File: config.mk
export PLATFORM = sky130hd
export DESIGN_NAME = phys_free_list
export DESIGN_NICKNAME = d
export VERILOG_FILES = /design/src/rtl/phys_free_list.sv
export SDC_FILE = /design/constraint.sdc
export NUM_CORES = 1
export LEC_CHECK = 0
export CAP_MARGIN = 20
export CORE_ASPECT_RATIO = 1.2
export CORE_UTILIZATION = 45
export CTS_BUF_LIST = sky130_fd_sc_hd__clkbuf_8
export CTS_CLUSTER_DIAMETER = 120
export CTS_CLUSTER_SIZE = 8
export DETAILED_ROUTE_END_ITERATION = 8
export HOLD_SLACK_MARGIN = 0.02
export SLEW_MARGIN = 25
export SYNTH_ARGS = -nofsm -noshare
export SYNTH_HDL_FRONTEND = slang
export SYNTH_SLANG_ARGS = --single-unit
File: constraint.sdc
create_clock -name clk -period 7.7 [get_ports clk]
set_input_delay 1.925 -clock clk [delete_from_list [all_inputs] [get_ports clk]]
set_output_delay 1.925 -clock clk [all_outputs]
set_load 0.03 [all_outputs]
File: src/rtl/phys_free_list.sv
// Physical-register free list: circular FIFO of free tags, one allocation and up to two frees per cycle.
// Optional FREE_LIST_BYPASS_EN: when the list is empty, a same-cycle freed tag is handed straight to rename.
module phys_free_list #(
  parameter int PHYS_REGS = 64,
  parameter int ARCH_REGS = 32,
  parameter int TAG_W     = 6
) (
  input  logic             clk,
  input  logic             reset_n,
  input  logic             alloc_req,
  output logic             alloc_grant,
  output logic [TAG_W-1:0] alloc_tag,
  input  logic             free_valid1,
  input  logic [TAG_W-1:0] free_tag1,
  input  logic             free_valid2,
  input  logic [TAG_W-1:0] free_tag2,
  output logic             empty,
  output logic [TAG_W:0]   count,
  output logic             err
);

  localparam int INIT_CNT = PHYS_REGS - ARCH_REGS;
  // Tag 0 is never held, so one FIFO slot is always spare.
  localparam logic [TAG_W:0] CAP = (TAG_W+1)'(PHYS_REGS - 1);

  logic [TAG_W-1:0] mem_q [PHYS_REGS];
  logic [TAG_W-1:0] head_q, head_d;
  logic [TAG_W-1:0] tail_q, tail_d;
  logic [TAG_W:0]   count_q, count_d;
  logic             err_q, err_d;

  logic             eff1, eff2_raw, eff2, dup;
  logic             byp, byp_p1, pop;
  logic             want1, want2, wr1, wr2, ovf;
  logic [TAG_W:0]   base;
  logic [TAG_W-1:0] tail2;

  assign empty = (count_q == '0);
  assign count = count_q;
  assign err   = err_q;

  always_comb begin
    eff1     = free_valid1 && (free_tag1 != '0);
    eff2_raw = free_valid2 && (free_tag2 != '0);
    dup      = eff1 && eff2_raw && (free_tag1 == free_tag2);
    eff2     = eff2_raw && !dup;

`ifdef FREE_LIST_BYPASS_EN
    byp = empty && alloc_req && (eff1 || eff2);
`else
    byp = 1'b0;
`endif
    byp_p1 = byp && eff1;

    // A grant seen while reset is held must not be consumed by rename.
    alloc_grant = reset_n && alloc_req && (!empty || byp);
    alloc_tag   = mem_q[head_q];
    if (byp) alloc_tag = eff1 ? free_tag1 : free_tag2;

    pop   = alloc_grant && !byp;
    want1 = eff1 && !byp_p1;
    want2 = eff2 && !(byp && !eff1);

    // Capacity is judged against occupancy after this cycle's pop, port 1 first.
    base  = count_q - (TAG_W+1)'(pop);
    wr1   = want1 && (base < CAP);
    wr2   = want2 && ((base + (TAG_W+1)'(wr1)) < CAP);
    ovf   = (want1 && !wr1) || (want2 && !wr2);

    tail2   = tail_q + TAG_W'(wr1);
    head_d  = head_q + TAG_W'(pop);
    tail_d  = tail_q + TAG_W'(wr1) + TAG_W'(wr2);
    count_d = base + (TAG_W+1)'(wr1) + (TAG_W+1)'(wr2);
    err_d   = err_q || dup || ovf;
  end

  always_ff @(posedge clk or negedge reset_n) begin
    if (!reset_n) begin
      for (int i = 0; i < PHYS_REGS; i++) begin
        mem_q[i] <= (i < INIT_CNT) ? TAG_W'(i + ARCH_REGS) : '0;
      end
      head_q  <= '0;
      tail_q  <= TAG_W'(INIT_CNT);
      count_q <= (TAG_W+1)'(INIT_CNT);
      err_q   <= 1'b0;
    end else begin
      head_q  <= head_d;
      tail_q  <= tail_d;
      count_q <= count_d;
      err_q   <= err_d;
      if (wr1) mem_q[tail_q] <= free_tag1;
      if (wr2) mem_q[tail2]  <= free_tag2;
    end
  end

endmodule

* Word level (Yosys, flattened, before mapping)
Index checks and enable logic that the tools add are counted.
** Word-level totals
- Register bits after elaboration :: 404
- Input port bits :: 17
- Output and inout bits :: 16
** Cells by class
- Add/sub/neg operators :: 6
- $lt $le $gt $ge :: 7
- Eq/ne operators :: 1
- Mux-type cells :: 11
- Bitwise gates (word level) :: 3
- Reduce and logical (&&, ||, !) cells :: 23
** Operators with widths (count)
- $bwmux W384 :: 2
- $mux W384 :: 2
- $demux W6 S6 :: 2
- $bmux W6 S6 :: 1
- $mux W6 :: 4
- $ge A7 B7 Y1 const B :: 3
- $not A6 Y7 :: 3
- $add A6 B1 Y6 :: 3
- $add A7 B1 Y7 :: 2
- $lt A7 B1 Y1 const B :: 2
- $lt A7 B6 Y1 const B :: 2
- $logic_and A1 B1 Y1 :: 13
- $reduce_bool A6 Y1 :: 2
- $logic_not A7 Y1 :: 1
- $sub A7 B1 Y7 :: 1
- $eq A6 B6 Y1 :: 1
- $logic_not A1 Y1 :: 4
- $logic_or A1 B1 Y1 :: 3

* Longest topological paths before layout
Gate-level depths: netlist of the first run.
- Depth in word-level cells :: 14
- Gate-level depth with buffers :: 26
- Mapped depth without buffers :: 22

* Worst setup path after synthesis of the first run
OpenSTA, ideal clock, no wires.
- Path type :: input to register
- Start :: input port reset_n
- End :: register count_q[6] (netlist: count[6])
- Setup time :: 0.139 ns
- Arrival :: 6.865 ns
- Required time :: 7.561 ns
- Path slack :: 0.696 ns
- Stages :: 24
- Cell sequence :: nand2_1 nor2_1 ha_1 ha_1 or3b_4 nor3_1 o21ai_0 a2111o_1 buf_2 buf_2 and3_1 ha_1 ha_1 inv_1 o32ai_1 o21ai_0 and2_0 clkbuf_1 buf_1 and4_1 ha_1 and3_1 nand4_1 xnor2_1
** On the way
- Cells in the longest elaborated chain, start to end :: 9
** RTL lines
- start: declaration :: line 9 : input logic reset_n,
- $logic_and A1 B1 Y1 * (2 in series) :: line 56 : alloc_grant = reset_n && alloc_req && (!empty || byp);
- via alloc_grant :: line 11 : output logic alloc_grant,
- $sub A7 B1 Y7 * :: line 65 : base = count_q - (TAG_W+1)'(pop);
- $lt A7 B6 Y1 :: line 66 : wr1 = want1 && (base < CAP);
- $logic_and A1 B1 Y1 :: line 66
- $add A7 B1 Y7 * :: line 67, 73
- $lt A7 B6 Y1 :: line 67 : wr2 = want2 && ((base + (TAG_W+1)'(wr1)) < CAP);
- $logic_and A1 B1 Y1 :: line 67
- $add A7 B1 Y7 * :: line 73 : count_d = base + (TAG_W+1)'(wr1) + (TAG_W+1)'(wr2);
- via count_d[6] :: line 29 : logic [TAG_W:0] count_q, count_d;
- end signal: assignment :: line 84 : count_q <= (TAG_W+1)'(INIT_CNT);
- end signal: assignment :: line 89 : count_q <= count_d;
- end: declaration :: line 29
Mark *: on every way through the listed nets, which the timed path passes. The rest lies on a longest branch.

* Final worst setup path of the first run
- Start :: input port alloc_req
- End :: register mem_q[284] (netlist bit)
** On the way
- Cells in the longest elaborated chain, start to end :: 13
- Elaborated cells on any way between the ends :: 18
** RTL lines
- start: declaration :: line 10 : input logic alloc_req,
- $logic_and A1 B1 Y1 * (2 in series) :: line 56
- $sub A7 B1 Y7 * :: line 65
- $lt A7 B6 Y1 :: line 66
- $logic_and A1 B1 Y1 :: line 66
- $add A6 B1 Y6 :: line 70 : tail2 = tail_q + TAG_W'(wr1);
- $not A6 Y7 (implied by the code) :: line 92 : if (wr2) mem_q[tail2] <= free_tag2;
- $ge A7 B7 Y1 (implied by the code) / $lt A7 B1 Y1 (equally long branches) :: line 92
- $logic_and A1 B1 Y1 (implied by the code) :: line 92
- $mux W6 (implied by the code) :: line 92
- $demux W6 S6 :: line 92
- $bwmux W384 :: line 92
- $mux W384 * :: line 92
- end signal: indexed assignment :: line 80 : mem_q[i] <= (i < INIT_CNT) ? TAG_W'(i + ARCH_REGS) : '0;
- end signal: indexed assignment :: line 91 : if (wr1) mem_q[tail_q] <= free_tag1;
- end signal: indexed assignment :: line 92
- end: declaration :: line 26 : logic [TAG_W-1:0] mem_q [PHYS_REGS];
Mark *: on every way between the ends. The rest lies on a longest branch, timed or not.

==> results of run 1 <==
==> routing by layer <==
metal	global-route usage	share of wire	up-vias
met5	0	0	-
met1	0.338	0.42	8884
met4	0.111	0.042	0
met2	0.454	0.50	472
met3	0.0331	0.043	161
li1	-	-	7520
==> area by class of cell <==
cell class                      instances  area (sq um)  area share
Antenna cell                            1          2.50   0.0000926
Clock inverter                         48           211     0.00783
Inverter                               14          52.6     0.00195
Multi-Input combinational cell       1420         14100       0.521
Tap cell                              720           901      0.0334
Sequential cell                       404         10300       0.380
Timing Repair Buffer                   80           711      0.0263
Clock buffer                           58           798      0.0296
==> placed cells by master (no fill, tap or decap), drive strengths merged, types with 18 or more instances in the layout <==
master and count:
o221ai 42, nand2 68, nand3 63, xnor2 21
mux2 768, mux4 60, clkdlybuf4s50 19, and4 21
nor2 85, clkbuf 58, a21oi 18, nand4 56
dfrtp 290, mux2i 72, buf 61, dfstp 114
inv 60, nor3 22, o22ai 19
==> final timing paths <==
path | end | cells past startpoint
setup / recovery | mem_q[284] | 18
hold / removal | err | 1
setup reg to reg | mem_q[284] | 19
hold reg to reg | err | 1
max in group asynchronous | mem_q[127] | 3
min in group asynchronous | tail_q[0] | 1
==> sequential cells by signal (all words and copies together), names as in the netlist <==
register and cells:
count 7, err 1, head_q 6, mem_q 384, tail_q 6
==> cell families (layout without fill, tap and decap cells) <==
kind of cell / after synthesis / count (layout)
adder cells (fa/ha/maj): 12 / 12
AND/OR/NAND/NOR: 361 / 361
AO/OA/AOI/OAI: 112 / 112
flip-flops: 404 / 404
multiplexers: 900 / 900
buffers and inverters: 207 / 200
other: 0 / 1
XOR/XNOR: 35 / 35
==> power groups by stage <==
stage	Sequential [mW]	Clock, mW	Combinational (mW)
2_1_floorplan	3.45	0	3.56
3_5_place_dp	3.72	0	4.77
5_1_grt	3.79	1.71	5.13
3_3_place_gp	3.68	0	4.67
6_report	3.68	1.59	4.82
4_1_cts	3.68	1.63	4.78
==> through the flow <==
| stage | instance area, sq um | hold slack, ps | power, mW |
|---|---|---|---|
| floorplan | 25200 | 473 | 7.02 |
| global placement | 25900 | 579 | 8.35 |
| detailed placement | 26000 | 546 | 8.49 |
| CTS | 27000 | 576 | 10.1 |
| global route | 27000 | 599 | 10.6 |
| finish | 27000 | 595 | 10.1 |
==> results.md, run 1 <==
* Status: complete, no violations
* Hold Path Class: register to register
* Final net count at 2,005
* Routed vias at 17.0k
* Max-cap violations at 0
* CTS clock-pin slew for the worst setup and hold paths at about 80 ps
* Power per cell area at between 300 and 400 nW/um^2
* Crit path kind: input pin to register
* Die area at approximately 57,000 sq um
* Mapped Cells at 2,031
* Die Wd at around 220 um
* R2r setup slk at roughly 2000 ps
* Cells after DPL at 2,638
* Max FO, Critical Path at 7
* Setup TNS Final at 0 ps
* H-tree depth at 2
* Tcrit/Tclk final at 0.866
* Cell mode on critical path: ha_1
* Num rows at 94
* Initial antenna violation count at 1
* Fin. Hold Viols at 0
* Netlist cell types at just under 60
* Mapped cell area at between 20,000 and 30,000 sq um
* Final wirelength at about 74,000 um
* Clk pwr share at 0.157
* Vias in the first global route at around 18k
* Global router's overall resource usage at 0.265
* Synth Area in Simple Gates at 0.0815
* Fill cell count at roughly 5k
* Fin crit period at approximately 6700 ps
* GP Congestion at between 0.9 and 1
* DRT Pass-1 Iters at 5
* Prevailing post-synth register cell: dfrtp_1
* Synth Register Bits at 404
* Slew Viols, Final at 0
* Port bufs at 32
* Setup ws final at roughly 1000 ps
* Setup WS pre-CTS at around 420 ps
* Worst min-delay path startpoint: err
* CTS Buf Count at 56
* Residual DRC at 0
* Reg2reg start: count[5]
* Highest achievable clock rate at between 0.15 and 0.2 GHz
* Synth top area share at 0.341
* Crit. Startpoint: alloc_req
* Share of post-route cells with drive strength above 1 at 0.542
* Wire length per cell at 26.9 um
* CP Launch Type: input pin
* Area growth syn-to-layout at 7.32%
* Reg power frac at 0.365
* First-pass GRT wire length at about 110,000 um
* Die height at 261 um
* CP Data Required Time at between 8000 and 9000 ps
* Cell Chain, Critical Path: clkdlybuf4s50_1 > nand2_1 > nor2_1 > ha_1 > ha_1 > or3b_4 > nor3_1 > o21ai_0 > a2111o_2 > and3_1 > ha_1 > ha_1 > xnor2_1 > and2_1 > nand2_1 > nor3_1 > and4_1 > mux2_2
* Clk sinks at ~400
* Worst Tran Pin Value at between 900 and 1000 ps
* Worst slew margin relative to its limit at 0.338
* Non-Filler Instances at between 2k and 3k
* Vias per inst at between 6 and 7
* CTS tree: done
* Dpl hpwl at between 40,000 and 50,000 um
* CTS resizes at 0
* CP max-delay cell: nor3_1
* Largest cells by area after synthesis: mux2_2 34%, dfrtp_1 29%, dfstp_2 12%
* Most common cell in the netlist: mux2_2
* Hold-fix buffers at CTS at 0
* Initial DRC count at between 900 and 1k
* P_int at around 6.2 mW
* Setup Buffers After CTS at 0
* Post-synthesis xor/xnor area fraction at 0.0122
* Adder-Cell Fraction of Synth Area at 0.00597
* Remaining Overflow, GRT at 0
* Comb power frac at 0.478
* Combinational family with the most area after synthesis: multiplexers
* Mux share of post-synthesis cell area at 0.427
* Core Area at approximately 55,000 sq um
* Yosys warns at 0
* CP top delay family: simple AND/OR/NAND/NOR gates
* Top-level port count at 33
* Compound-Gate Fraction of Synth Area at 0.0324
* Mapped Avg Cell Area at between 10 and 15 sq um
* Fraction of registers with async set/reset at 1.00
* Worst Skew at ~33 ps
* Unrepaired setup endpoints after global routing: no
* CP Capture Type: register
* Switch Pwr at ~3.9 mW
* LEAKAGE at 11.8 nW
* Peak VDD IR at 0.315 mV
* CP Data Arrival Time at 7210 ps
* Antenna-violating nets left at 0
* Initial core utilization at 0.457
* Sequential element share of the synthesized area at 0.407
* Crit path largest cell delay at slightly below 700 ps
* Synthesized net count at 2,060
* Post-synth EDFFs at 0
* Switching share of power at 0.384
* Commonest cells in the netlist: 762 x mux2_2, 290 x dfrtp_1, 134 x clkbuf_1
* # setup viols final at 0
* Area leader, netlist: mux2_2
* CTS Buffer Depth at 3
* Worst-Skew Late Latency at 680 ps
* Root Buffer: clkbuf_8
* Buf+Inv Stages, Crit Path at 1
* Largest net degree at the start of global routing at between 70 and 80
* Core Util, Final at 0.491
(Power assumes the default switching activity.)
==> run 2: changes to the inputs <==
Settings changed: GPL_ROUTABILITY_DRIVEN from default to 0, TNS_END_PERCENT from default to 5.
==> run 2 against run 1 <==
Power down 0.13%. Fmax fell by 3.5%. Global-route usage up 0.36 points. Core utilization decreased by 0.11 points. Clock power is essentially flat. Largest power group unchanged.
==> results.md, run 2 (synthesized netlist as in run 1, its figures left out) <==
* FF-to-FF path depth at 18 (-1)
* CP top delay family: simple AND/OR/NAND/NOR gates
* Max FO, Critical Path at 7 (unchanged)
* Fin. Hold Viols at 0 (unchanged)
* Port bufs at 32 (unchanged)
* Die area at 56,900 sq um (unchanged)
* Max reg flops at 384 (unchanged)
* Setup TNS Final at 0 ps (unchanged)
* WHS Endpoint: mem_q[294]
* CTS clock-pin slew for the worst setup and hold paths at 60 ps (-20 ps)
* Worst-Skew Late Latency at 700 ps (+20 ps)
* First-pass GRT wire length at 115,000 um (+1.3%)
* CP Data Arrival Time at 7470 ps (+260 ps)
* Dpl hpwl at 46,600 um (+1.9%)
* Share of post-route cells with drive strength above 1 at 0.544 (+0.00184)
* CTS tree: done
* CP Capture Type: register
* FF-to-FF End: mem_q[292]
* Largest Register: mem_q
* Global router's overall resource usage at 0.269 (+0.00356)
* Die height at 261 um (unchanged)
* CTS Buffer Depth at 3 (unchanged)
* Register area at 10,300 sq um (unchanged)
* Setup WS pre-CTS at 170 ps (-254 ps)
* Fin crit period at 6900 ps (+239 ps)
* Cell Chain, Critical Path: clkdlybuf4s50_1 > nand2_1 > nor2_1 > ha_1 > ha_1 > or3b_4 > nor3_1 > o21ai_0 > a2111o_2 > and3_1 > ha_1 > ha_1 > xor2_1 > nand2_1 > nor4_2 > nand4_1 > mux2_2
* Top-level port count at 33 (unchanged)
* Final net count at 2,006 (+0.050%)
* Wire length per cell at 27.2 um (+1.1%)
* Worst min-delay path startpoint: mem_q[294]
* Initial core utilization at 0.457 (unchanged)
* Peak VDD IR at 0.365 mV (+16%)
* Num rows at 94 (unchanged)
* Buf+Inv Stages, Crit Path at 1 (unchanged)
* Highest achievable clock rate at 0.145 GHz (-3.5%)
* Unrepaired setup endpoints after global routing: no
* CP Launch Type: input pin
* Commonest non-fill, non-tap cell in the layout: mux2_2
* Routed vias at 17.0k (-0.23%)
* Cell mode on critical path: ha_1
* Setup ws final at 797 ps (-239 ps)
* Area growth syn-to-layout at 7.09%
* Final wirelength at 74,500 um (+0.91%)
* Fill cell count at 4,965 (-0.34%)
* Reg2reg start: count[5]
* H-tree depth at 2 (unchanged)
* CP max-delay cell: nor4_2
* CTS resizes at 0 (unchanged)
* Clk sinks at 404 (unchanged)
* Residual DRC at 0 (unchanged)
* Remaining Overflow, GRT at 0 (unchanged)
* Most frequent cells in the layout: 762 x mux2_2, 288 x dfrtp_1, 114 x dfstp_2
* Hold Path Class: register to register
* Vias in the first global route at 18.0k (+0.16%)
* Largest net degree at the start of global routing at 80 (+1.3%)
* Max-cap violations at 0 (unchanged)
* Root Buffer: clkbuf_8
* Hold path depth at 2 (+1)
* CTS Buf Count at 56 (unchanged)
* Tcrit/Tclk final at 0.897 (+0.0310)
* Crit path kind: input pin to register
* # setup viols final at 0 (unchanged)
* Worst slew margin relative to its limit at 0.299 (-0.0394)
* Worst Skew at 38.3 ps (+5.70 ps)
* Die Wd at 218 um (unchanged)
* CP Data Required Time at 8270 ps (+30 ps)
* Setup Buffers After CTS at 0 (unchanged)
* Worst Tran Pin Value at 1050 ps (+55.2 ps)
* Initial DRC count at 945 (+3.5%)
* Slew Viols, Final at 0 (unchanged)
* Multi-input logic area at 14,100 sq um (unchanged)
* LEAKAGE at 11.8 nW (-0.42%)
* Core Area at 55,000 sq um (unchanged)
* DRT Pass-1 Iters at 5 (unchanged)
* Crit path largest cell delay at 790 ps (+100 ps)
* Initial antenna violation count at 1 (unchanged)
* R2r setup slk at 1690 ps (-300 ps)
* Vias per inst at 6.20 (about the same)
* Status: complete, no violations
* Antenna-violating nets left at 0 (unchanged)
* Hold-fix buffers at CTS at 0 (unchanged)
* Power per cell area at 374 nW/um^2 (about the same)
==> run 2: changes by cell type in the layout (fill, tap and decap cells not counted), sizes merged <==
cell / previous run / this run
buf: 61 / 62
clkinvlp: 0 / 2
clkbuf: 58 / 57
inv: 60 / 53
==> run 2: worst reg2reg max path: cells and delay by family, from the launching register on <==
kind                       cells  cell delay (ps)
AOI/OAI and AO/OA              2              530
xor gates and xnor gates       1              330
adders and majority gates      4             1020
muxes                          1              460
and+or+nand+nor               10             2960
DFF                            1              600
==> run 2: per-stage QoR <==
step                power (mW)  utilization  cells  hold slack, ps  area [sq um]
floorplan                 7.02            -   2031             473         25200
global placement          8.37        0.472   2639             598         26000
detailed placement        8.49        0.472   2639             592         26000
CTS                       10.1        0.489   2739             623         26900
global route              10.6        0.490   2740             647         27000
finish                    10.1        0.490   2740             623         27000
==> run 2: final cells by class <==
class,count,share of cell area
timing repair buffer,81,0.0253
tap,720,0.0334
sequential,404,0.381
multi-input combinational,1420,0.522
clock buffer,57,0.0291
inverter,14,0.00195
clock inverter,43,0.00724
antenna,1,0.0000928
==> run 2: worst max path at each step <==
stage / startpoint / endpoint / slack (ps) / depth (start not counted)
after floorplan: reset_n / count[6] / 700 / 24
after global placement: alloc_req / mem_q[292] / 210 / 17
after detailed placement: alloc_req / mem_q[292] / 170 / 17
after CTS: alloc_req / mem_q[292] / 890 / 17
after global routing: alloc_req / mem_q[292] / 610 / 17
final: alloc_req / mem_q[292] / 800 / 17
==> run 2: power breakdown <==
part           internal [mW]  total, mW  switching [mW]  leakage (nW)
clock network          0.714       1.57           0.856         0.637
logic                   2.34       4.80            2.45          6.10
registers               3.13       3.70           0.578          5.03
==> run 2: per-layer routing <==
layer,vias to the layer above,part of all wire,track usage
li1,7503,-,-
met1,8811,0.42,0.348
met2,485,0.49,0.448
met3,198,0.047,0.0396
met4,0,0.044,0.116
met5,-,0,0
==> run 3: changes to the inputs <==
Settings changed: CORE_ASPECT_RATIO 1.2 to default, CTS_BUF_LIST sky130_fd_sc_hd__clkbuf_8 to default.
==> run 3 against run 2 <==
Fmax rose by 0.52%. Register-to-register slack improved by 130 ps. Worst hold slack got worse by 92 ps. Clock skew fell by 13 ps. Sequential share of layout area fell by 0.94 points. Critical path depth rose by 1. Power rose by 8.3%. Global-route usage rose by 0.22 points. Clock power rose by 50%. Largest power group unchanged.
==> results.md, run 3 (synthesized netlist as in run 1, its figures left out) <==
* Status: complete, no violations
* Hold path depth at 1 (-1)
* Commonest non-fill, non-tap cell in the layout: mux2_2
* CP Data Arrival Time at 7350 ps (-120 ps)
* Final net count at 2,004 (-0.10%)
* Cell mode on critical path: ha_1
* FF-to-FF path depth at 19 (+1)
* Worst slew margin relative to its limit at 0.196 (-0.102)
* Vias in the first global route at 17.9k (-0.35%)
* Port bufs at 32 (unchanged)
* Max reg flops at 384 (unchanged)
* Non-Filler Instances at 2,771 (+1.1%)
* CTS Buffer Depth at 3 (unchanged)
* Remaining Overflow, GRT at 0 (unchanged)
* Hold Path Class: register to register
* First-pass GRT wire length at 116,000 um (+0.20%)
* Cells after DPL at 2,665 (+0.99%)
* LEAKAGE at 11.9 nW (+1.1%)
* Die area at 56,900 sq um (about the same)
* H-tree depth at 2 (unchanged)
* Setup TNS Final at 0 ps (unchanged)
* Die height at 239 um (-8.6%)
* Unrepaired setup endpoints after global routing: no
* Vias per inst at 6.15 (-0.88%)
* Share of post-route cells with drive strength above 1 at 0.542 (-0.00206)
* Fin. Hold Viols at 0 (unchanged)
* CTS clock-pin slew for the worst setup and hold paths at 50 ps (about the same)
* Tcrit/Tclk final at 0.892 (-0.00466)
* Antenna-violating nets left at 0 (unchanged)
* Cell Chain, Critical Path: clkdlybuf4s50_1 > nand2_1 > nor2_1 > ha_1 > ha_1 > or3b_4 > nor3_1 > o21ai_0 > a2111o_2 > and3_1 > ha_1 > ha_1 > nor2_1 > nand3_1 > nor3_1 > nand2_1 > nor3_2 > mux2_2
* Worst Skew at 24.9 ps (-13.5 ps)
* DRT Pass-1 Iters at 5 (unchanged)
* Peak VDD IR at 0.265 mV (-27%)
* Initial antenna violation count at 0 (-1)
* Fin crit period at 6870 ps (-35.9 ps)
* Residual DRC at 0 (unchanged)
* Max FO, Critical Path at 7 (unchanged)
* Setup Buffers After CTS at 0 (unchanged)
* # setup viols final at 0 (unchanged)
* Largest Register: mem_q
* Diode count at 0 (-1)
* Highest achievable clock rate at 0.146 GHz (+0.52%)
* Area growth syn-to-layout at 9.80%
* CP Launch Type: input pin
* Power, Total at 10.9 mW (+8.3%)
* Root Buffer: clkbuf_16
* Die Wd at 239 um (+9.5%)
* Most frequent cells in the layout: 762 x mux2_2, 288 x dfrtp_1, 114 x dfstp_2
* CP max-delay cell: nor3_1
* Global router's overall resource usage at 0.271 (+0.00216)
* Initial core utilization at 0.456 (-0.00131)
* Worst Tran Pin Value at 1200 ps (+148 ps)
* Buf+Inv Stages, Crit Path at 1 (unchanged)
* Largest net degree at the start of global routing at 77 (-3.8%)
* Dpl hpwl at 46,900 um (+0.70%)
* Initial DRC count at 1,381 (+46%)
* Routed vias at 17.0k (+0.24%)
* Core Util, Final at 0.501 (+0.0110)
* Hold-fix buffers at CTS at 0 (unchanged)
* CTS tree: done
* CTS resizes at 0 (unchanged)
* Crit path kind: input pin to register
* Max-cap violations at 0 (unchanged)
* Slew Viols, Final at 0 (unchanged)
* Worst-Skew Late Latency at 620 ps (-80 ps)
* CP top delay family: simple AND/OR/NAND/NOR gates
* Critical path depth in cells at 18 (+1)
* Num rows at 86 (-8.5%)
* CP Data Required Time at 8180 ps (-90 ps)
* CTS Buf Count at 56 (unchanged)
* Wire length per cell at 27.1 um (-0.30%)
* CP Capture Type: register
* Top-level port count at 33 (unchanged)
* Final wirelength at 75,100 um (+0.82%)
* Core Area at 55,200 sq um (+0.29%)
* Power per cell area at 395 nW/um^2 (+5.6%)
* Crit path largest cell delay at 930 ps (+140 ps)
* Clk sinks at 404 (unchanged)
-- run 3: changes by cell type in the layout (fill, tap and decap cells not counted), moves of 2 or more --
cell | before | now
clkbuf_1 | 0 | 46
clkbuf_16 | 0 | 57
clkbuf_8 | 57 | 0
clkinvlp_4 | 2 | 0
inv_1 | 53 | 13
inv_6 | 0 | 2
-- run 3: per-stage QoR --
stage	hold WS (ps)	instance area (sq um)	worst slack, ps
after floorplan	473	25200	696
after global placement	516	26000	426
after detailed placement	521	26000	420
after CTS	540	27600	1020
after global routing	547	27600	498
final	532	27600	832
-- run 3: worst paths after layout --
kind,from,end,slack [ps]
worst max register to register,count[5],mem_q[211],1820
worst min-delay path,err,err,530
min in group asynchronous,reset_n,count[3],1140
max in group asynchronous,reset_n,mem_q[97],3810
worst min register to register,err,err,530
worst max-delay path,alloc_req,mem_q[211],830
-- run 3: cell type report --
cell class	instances	area, sq um
tap	748	936
sequential	404	10300
fill	4811	27600
timing repair buffer	79	663
inverter	14	52.6
clock inverter	3	47.5
multi-input combinational	1420	14100
clock buffer	103	1600
-- run 3: where the power goes --
| part | switching (mW) | internal [mW] |
|---|---|---|
| combinational | 2.50 | 2.35 |
| sequential | 0.569 | 3.13 |
| clock | 0.947 | 1.41 |
-- run 3: layer usage --
layer	vias to the layer above	share of wire	GRT usage
li1	7518	-	-
met2	532	0.48	0.443
met1	8833	0.43	0.361
met4	0	0.034	0.0963
met5	-	0	0
met3	155	0.056	0.0477
